File: src/rtl/xalu_ise_pkg.sv
// Shared types and constants for the xalu_ise issue path: op record, response record,
// owner tag width and the custom-opcode map selected by fn[1:0].
package xalu_ise_pkg;

    localparam int unsigned ISE_XLEN = 64;
    localparam int unsigned FN_W     = 5;
    localparam int unsigned IMM_W    = 7;
    localparam int unsigned OWN_W    = 1;
    localparam int unsigned PERF_W   = 32;

    localparam logic [6:0] CUSTOM_0 = 7'b0001011;
    localparam logic [6:0] CUSTOM_1 = 7'b0101011;
    localparam logic [6:0] CUSTOM_2 = 7'b1011011;
    localparam logic [6:0] CUSTOM_3 = 7'b1111011;

    typedef struct packed {
        logic [FN_W-1:0]     fn;
        logic [IMM_W-1:0]    imm;
        logic [ISE_XLEN-1:0] in1;
        logic [ISE_XLEN-1:0] in2;
    } op_t;

    typedef struct packed {
        logic [ISE_XLEN-1:0] data;
        logic                err;
    } rsp_t;

    function automatic logic [6:0] custom_opcode(input logic [1:0] sel);
        logic [6:0] opc;
        unique case (sel)
            2'd0:    opc = CUSTOM_0;
            2'd1:    opc = CUSTOM_1;
            2'd2:    opc = CUSTOM_2;
            default: opc = CUSTOM_3;
        endcase
        return opc;
    endfunction

    // Saturating increment for the optional performance counters.
    function automatic logic [PERF_W-1:0] sat_inc(input logic [PERF_W-1:0] v);
        return (&v) ? v : v + PERF_W'(1);
    endfunction

endpackage

File: src/rtl/xalu_rr_arb2.sv
// Two-way round-robin grant; the last-grant pointer moves only when a grant is issued.
module xalu_rr_arb2 #(
    parameter int unsigned RR_INIT = 1
) (
    input  logic       clk,
    input  logic       rst,
    input  logic       en_i,
    input  logic [1:0] req_i,
    output logic [1:0] gnt_c_o
);

    logic last_q;
    logic last_d;

    always_comb begin
        gnt_c_o = 2'b00;
        if (en_i) begin
            unique case (req_i)
                2'b01:   gnt_c_o = 2'b01;
                2'b10:   gnt_c_o = 2'b10;
                2'b11:   gnt_c_o = last_q ? 2'b01 : 2'b10;
                default: gnt_c_o = 2'b00;
            endcase
        end
    end

    always_comb begin
        last_d = last_q;
        if (|gnt_c_o) begin
            last_d = gnt_c_o[1];
        end
    end

    always_ff @(posedge clk or posedge rst) begin
        if (rst) begin
            last_q <= 1'(RR_INIT);
        end else begin
            last_q <= last_d;
        end
    end

endmodule

File: src/rtl/xalu_ise_arb.sv
// Two-requester arbiter and issue/response sequencer for the shared xalu_ise datapath.
// Optional performance counters are built when XALU_ARB_PERF_EN is defined.
module xalu_ise_arb
    import xalu_ise_pkg::*;
#(
    parameter int unsigned XLEN    = 64,
    parameter int unsigned RR_INIT = 1
) (
    input  logic             ise_clk,
    input  logic             ise_rst,
    input  logic             req0_val,
    output logic             req0_rdy,
    input  logic [FN_W-1:0]  req0_fn,
    input  logic [IMM_W-1:0] req0_imm,
    input  logic [XLEN-1:0]  req0_in1,
    input  logic [XLEN-1:0]  req0_in2,
    input  logic             req1_val,
    output logic             req1_rdy,
    input  logic [FN_W-1:0]  req1_fn,
    input  logic [IMM_W-1:0] req1_imm,
    input  logic [XLEN-1:0]  req1_in1,
    input  logic [XLEN-1:0]  req1_in2,
    output logic             rsp0_val,
    input  logic             rsp0_rdy,
    output logic [XLEN-1:0]  rsp0_data,
    output logic             rsp0_err,
    output logic             rsp1_val,
    input  logic             rsp1_rdy,
    output logic [XLEN-1:0]  rsp1_data,
    output logic             rsp1_err,
    output logic             ise_val,
    output logic [FN_W-1:0]  ise_fn,
    output logic [IMM_W-1:0] ise_imm,
    output logic [XLEN-1:0]  ise_in1,
    output logic [XLEN-1:0]  ise_in2,
    input  logic             ise_oval,
    input  logic [XLEN-1:0]  ise_out
`ifdef XALU_ARB_PERF_EN
    ,
    output logic [PERF_W-1:0] perf_op0,
    output logic [PERF_W-1:0] perf_op1,
    output logic [PERF_W-1:0] perf_conf
`endif
);

    logic             a_vld_q, a_vld_d;
    logic [OWN_W-1:0] a_own_q, a_own_d;
    op_t              a_op_q,  a_op_d;
    logic             b_vld_q, b_vld_d;
    logic [OWN_W-1:0] b_own_q, b_own_d;
    rsp_t             b_rsp_q, b_rsp_d;

    logic       b_drain, b_load_ok, a_adv, a_load_ok;
    logic [1:0] gnt;

    // Pipeline flow: B frees when its owner takes it, A moves into a free B.
    assign b_drain   = b_vld_q & (b_own_q[0] ? rsp1_rdy : rsp0_rdy);
    assign b_load_ok = ~b_vld_q | b_drain;
    assign a_adv     = a_vld_q & b_load_ok;
    assign a_load_ok = ~a_vld_q | a_adv;

    // Grants are suppressed during reset so no request is acknowledged and then lost.
    xalu_rr_arb2 #(
        .RR_INIT (RR_INIT)
    ) u_arb (
        .clk     (ise_clk),
        .rst     (ise_rst),
        .en_i    (a_load_ok & ~ise_rst),
        .req_i   ({req1_val, req0_val}),
        .gnt_c_o (gnt)
    );

    always_comb begin
        a_vld_d = a_vld_q;
        a_own_d = a_own_q;
        a_op_d  = a_op_q;
        b_vld_d = b_vld_q;
        b_own_d = b_own_q;
        b_rsp_d = b_rsp_q;

        if (a_adv) begin
            b_vld_d      = 1'b1;
            b_own_d      = a_own_q;
            b_rsp_d.data = ise_oval ? ise_out : '0;
            b_rsp_d.err  = ~ise_oval;
        end else if (b_drain) begin
            b_vld_d = 1'b0;
        end

        if (gnt[1]) begin
            a_vld_d    = 1'b1;
            a_own_d    = OWN_W'(1);
            a_op_d.fn  = req1_fn;
            a_op_d.imm = req1_imm;
            a_op_d.in1 = req1_in1;
            a_op_d.in2 = req1_in2;
        end else if (gnt[0]) begin
            a_vld_d    = 1'b1;
            a_own_d    = OWN_W'(0);
            a_op_d.fn  = req0_fn;
            a_op_d.imm = req0_imm;
            a_op_d.in1 = req0_in1;
            a_op_d.in2 = req0_in2;
        end else if (a_adv) begin
            a_vld_d = 1'b0;
        end
    end

    always_ff @(posedge ise_clk or posedge ise_rst) begin
        if (ise_rst) begin
            a_vld_q <= 1'b0;
            a_own_q <= '0;
            a_op_q  <= '0;
            b_vld_q <= 1'b0;
            b_own_q <= '0;
            b_rsp_q <= '0;
        end else begin
            a_vld_q <= a_vld_d;
            a_own_q <= a_own_d;
            a_op_q  <= a_op_d;
            b_vld_q <= b_vld_d;
            b_own_q <= b_own_d;
            b_rsp_q <= b_rsp_d;
        end
    end

    assign req0_rdy = gnt[0];
    assign req1_rdy = gnt[1];

    assign ise_val = a_adv;
    assign ise_fn  = a_op_q.fn;
    assign ise_imm = a_op_q.imm;
    assign ise_in1 = a_op_q.in1;
    assign ise_in2 = a_op_q.in2;

    // Response fields are visible only on the owning port.
    assign rsp0_val  = b_vld_q & (b_own_q == OWN_W'(0));
    assign rsp1_val  = b_vld_q & (b_own_q == OWN_W'(1));
    assign rsp0_data = rsp0_val ? b_rsp_q.data : '0;
    assign rsp1_data = rsp1_val ? b_rsp_q.data : '0;
    assign rsp0_err  = rsp0_val & b_rsp_q.err;
    assign rsp1_err  = rsp1_val & b_rsp_q.err;

`ifdef XALU_ARB_PERF_EN
    logic [PERF_W-1:0] perf_op0_q, perf_op0_d;
    logic [PERF_W-1:0] perf_op1_q, perf_op1_d;
    logic [PERF_W-1:0] perf_conf_q, perf_conf_d;

    always_comb begin
        perf_op0_d  = perf_op0_q;
        perf_op1_d  = perf_op1_q;
        perf_conf_d = perf_conf_q;
        if (rsp0_val & b_drain) begin
            perf_op0_d = sat_inc(perf_op0_q);
        end
        if (rsp1_val & b_drain) begin
            perf_op1_d = sat_inc(perf_op1_q);
        end
        if (req0_val & req1_val & a_load_ok) begin
            perf_conf_d = sat_inc(perf_conf_q);
        end
    end

    always_ff @(posedge ise_clk or posedge ise_rst) begin
        if (ise_rst) begin
            perf_op0_q  <= '0;
            perf_op1_q  <= '0;
            perf_conf_q <= '0;
        end else begin
            perf_op0_q  <= perf_op0_d;
            perf_op1_q  <= perf_op1_d;
            perf_conf_q <= perf_conf_d;
        end
    end

    assign perf_op0  = perf_op0_q;
    assign perf_op1  = perf_op1_q;
    assign perf_conf = perf_conf_q;
`endif

endmodule
File: config.mk
export PLATFORM = sky130hd
export DESIGN_NAME = xalu_ise_arb
export DESIGN_NICKNAME = d
export VERILOG_FILES = /design/src/rtl/xalu_ise_pkg.sv /design/src/rtl/xalu_rr_arb2.sv /design/src/rtl/xalu_ise_arb.sv
export SDC_FILE = /design/constraint.sdc
export NUM_CORES = 1
export LEC_CHECK = 0
export CAP_MARGIN = 30
export CORE_AREA = 2 2 245 247
export CTS_CLUSTER_DIAMETER = 100
export DETAILED_ROUTE_END_ITERATION = 8
export DIE_AREA = 0 0 247 249
export GPL_TIMING_DRIVEN = 0
export MAX_ROUTING_LAYER = met4
export PLACE_DENSITY = 0.43
export SYNTH_ARGS = -nofsm -noshare
export SYNTH_HDL_FRONTEND = slang
export SYNTH_SLANG_ARGS = --single-unit
File: constraint.sdc
create_clock -name ise_clk -period 8.05 [get_ports ise_clk]
set_input_delay 1.61 -clock ise_clk [delete_from_list [all_inputs] [get_ports ise_clk]]
set_output_delay 1.61 -clock ise_clk [all_outputs]
set_load 0.03 [all_outputs]
==> flow_metrics.env <==
export IMPL_layout_setup_ws_ns=1.999
export IMPL_r2r_start="b_vld_q"
export IMPL_drtAntennaViolNets=0
export IMPL_hpwl_um=46050
export IMPL_synthesis_area_um2=10300
export IMPL_grt_pass1_vias=11559
export IMPL_cp_data_arrival_time_ns=4.44
export IMPL_period_needed_ns=6.051
export IMPL_rr_worst_depth=6
export IMPL_cp_num_buf_inv=5
export IMPL_initial_core_util_pct=17.55
export IMPL_endpoint_kind="output port"
export IMPL_syn_num_nets=1305
export IMPL_synth_seq_cells=210
export IMPL_r2r_setup_slack_ns=5.41
export IMPL_ios=626
export IMPL_rsz0062_at_grt="no"
export IMPL_ys_types=29
export IMPL_cellPowerDensity_nw_per_um2=322.2
export IMPL_clkSlewWorstSetupHoldPaths_ns=0.06
export IMPL_min_from="a_vld_q"
export IMPL_drc=0
export IMPL_final_area_um2=18470
export IMPL_clockRootBuffer="clkbuf_16"
export IMPL_worst_pin_slew_ns=0.8137
export IMPL_wl_per_cell_um=24.13
export IMPL_min_path_cells=1
export IMPL_htreeDepth=1
export IMPL_std_cell_rows=89
export IMPL_ys_warn_count=0
export IMPL_syn_area_per_cell_um2=10.80
export IMPL_min_path_type="flop to flop"
export IMPL_skew_ns=0.01324
export IMPL_setup_violations=0
export IMPL_crit_path_top_delay_cell="clkdlybuf4s50_1"
export IMPL_grt_first_pass_wirelength_um=82260
export IMPL_outcome="completed"
export IMPL_cap_violations=0
export IMPL_p_leak_nw=7.354
export IMPL_core_um2=58690
export IMPL_slowest_delay_ns=0.66
export IMPL_timing_setup_tns_ns=0
export IMPL_cts_resized_gates=0
export IMPL_globalplace_congestion=0.8608
export IMPL_fp_dieH_um=249
export IMPL_path_depth=7
export IMPL_clock_latency_ns=0.56
export IMPL_tritoncts="yes"
export IMPL_routed_wl_um=58240
export IMPL_drt_iter0_markers=448
export IMPL_crit_required_ns=6.44
export IMPL_numCtsBuffers=28
export IMPL_dieWidth_um=247
export IMPL_numClockSinks=210
export IMPL_via_per_inst=4.455
export IMPL_dpl_instance_area_um2=17540
export IMPL_crit_chain="clkdlybuf4s50_1 -> a21bo_2 -> buf_2 -> clkbuf_1 -> clkbuf_1 -> nor2_1 -> clkdlybuf4s50_1"
export IMPL_clk_path_buf_depth=3
export IMPL_ir_drop_mv=0.1617
export IMPL_synth_cells=954
export IMPL_design_power_total_mw=5.951
export IMPL_cp_endpoint="req1_rdy"
export IMPL_postCtsSetupRepairBufs=0
export IMPL_drt_pass1_iter_count=5
export IMPL_drive_above_1_share_pct=4.724
export IMPL_via_count=10751
export IMPL_fmax_mhz=165.3
export IMPL_maxSlewViolCount=0
export IMPL_relSlewSlack_pct=45.75
export IMPL_grt_usage_pct=18.70
export IMPL_fin_crit_sh_pct=75.17
export IMPL_portBuffers=623
export IMPL_grt_max_degree=111
export IMPL_critical_path_class="primary input to output port"
export IMPL_crit_start="req0_val"
export IMPL_finalNetCount=1959
export IMPL_finalHoldViolCount=0
export IMPL_area_growth_pct=79.32
export IMPL_antenna_found_initial=20
export IMPL_cts_hold_fix_buffers=0
export IMPL_critical_path_top_delay_family="buffers and inverters"
export IMPL_critPathLaunchType="primary input"
export IMPL_grt_overflow_total=0
export IMPL_reg2reg_to="ise_in1[36]"
export IMPL_place_ws_ns=1.895
export IMPL_dieArea_um2=61500
export IMPL_cp_max_fo=10
export IMPL_yosysSeqAreaShare_pct=51.04
[stage by stage]
step,hold slack (ns),cells,utilization (%)
after floorplan,0.4355,954,-
after global placement,0.4664,2350,29.82
after detailed placement,0.4808,2351,29.88
after CTS,0.4894,2403,31.43
after global routing,0.5130,2412,31.46
final,0.4937,2413,31.47
[layer usage]
layer / part of all wire, % / vias to the layer above / global-route usage [%]
li1: - / 4925 / -
met1: 38 / 5275 / 20.12
met2: 50 / 484 / 32.96
met3: 9.7 / 67 / 6.475
met4: 1.9 / 0 / 3.941
met5: 0 / - / -
[how the worst min path moves through the flow]
stage | slack (ns) | to
final | 0.49 | b_vld_q
after global routing | 0.51 | b_vld_q
after CTS | 0.49 | b_vld_q
after detailed placement | 0.48 | b_vld_q
after global placement | 0.47 | b_vld_q
after floorplan | 0.44 | b_vld_q
[synth_stat cells]
master	number	area share, %
mux2_2	1	0.11
a21oi_1	2	0.097
and2_1	67	4.1
o32ai_1	140	12
clkbuf_1	84	3.1
a211oi_2	1	0.12
nand2_1	66	2.4
nor2b_1	2	0.12
a2bb2oi_1	140	12
buf_4	3	0.22
a21boi_1	1	0.073
o22a_1	1	0.085
buf_1	1	0.036
nor2_1	2	0.073
a21bo_2	1	0.097
a21o_1	2	0.15
and3_1	65	3.9
nand2b_1	1	0.061
dfstp_2	1	0.26
nand3_1	1	0.049
nor3_1	1	0.049
mux2i_2	1	0.13
inv_1	66	2.4
inv_2	1	0.036
buf_2	26	1.3
o211ai_1	1	0.073
o21ai_0	2	0.097
mux2i_1	65	6.3
dfrtp_1	209	51
[kinds of logic after synthesis]
logic type             synth area share, %
AO/OA/AOI/OAI                        24.60
flip-flops                           51.04
multiplexers                         6.560
buffers and inverters                7.022
AND/OR/NAND/NOR                      10.78
[where the power goes]
part	switching, mW	total, mW	internal, mW
Combinational	1.73	3.02	1.29
Sequential	0.252	1.67	1.41
Clock	0.518	1.27	0.747
Total	2.50	5.95	3.45
[state kept, by name, indices dropped and copies added, names as in the netlist]
name	count
b_rsp_q	65
ise_imm	7
ise_fn	5
ise_in2	64
ise_in1	64
a_own_q	1
u_arb.last_q	1
b_own_q	1
a_vld_q	1
b_vld_q	1
[final cells by class]
cell class / count / area [um2]
flip-flops and latches: 210 / 5256
plain buffers: 114 / 471.7
clock inverters: 5 / 52.55
repair buffers: 624 / 6264
inverters: 67 / 259.0
diodes: 10 / 25.02
multi-input cells: 563 / 4319
clock buffers: 47 / 853.3
fillers: 6055 / 40220
well taps: 773 / 967.2
[layout by cell type (no fill, tap or decap), drive strengths merged]
cell type	count
o32ai	140
o21ai	2
nand3	1
a21o	2
nand2	66
and3	65
and2	67
mux2i	66
bufinv	1
a21bo	1
clkdlybuf4s50	623
clkinv	3
inv	67
a21oi	2
clkinvlp	1
a21boi	1
diode	10
buf	31
o22a	1
nor2	2
mux2	1
o211ai	1
a2bb2oi	140
nor2b	2
a211oi	1
nor3	1
dfrtp	209
nand2b	1
clkbuf	131
dfstp	1
[worst register-to-register path, cell delays in order, from the launching register on]
cell and delay [ns]:
dfrtp_1 0.46, and2_1 0.17, clkbuf_1 0.17, a21oi_1 0.54
clkbuf_1 0.59, buf_2 0.45, a2bb2oi_1 0.11
(Power assumes the default switching activity.)
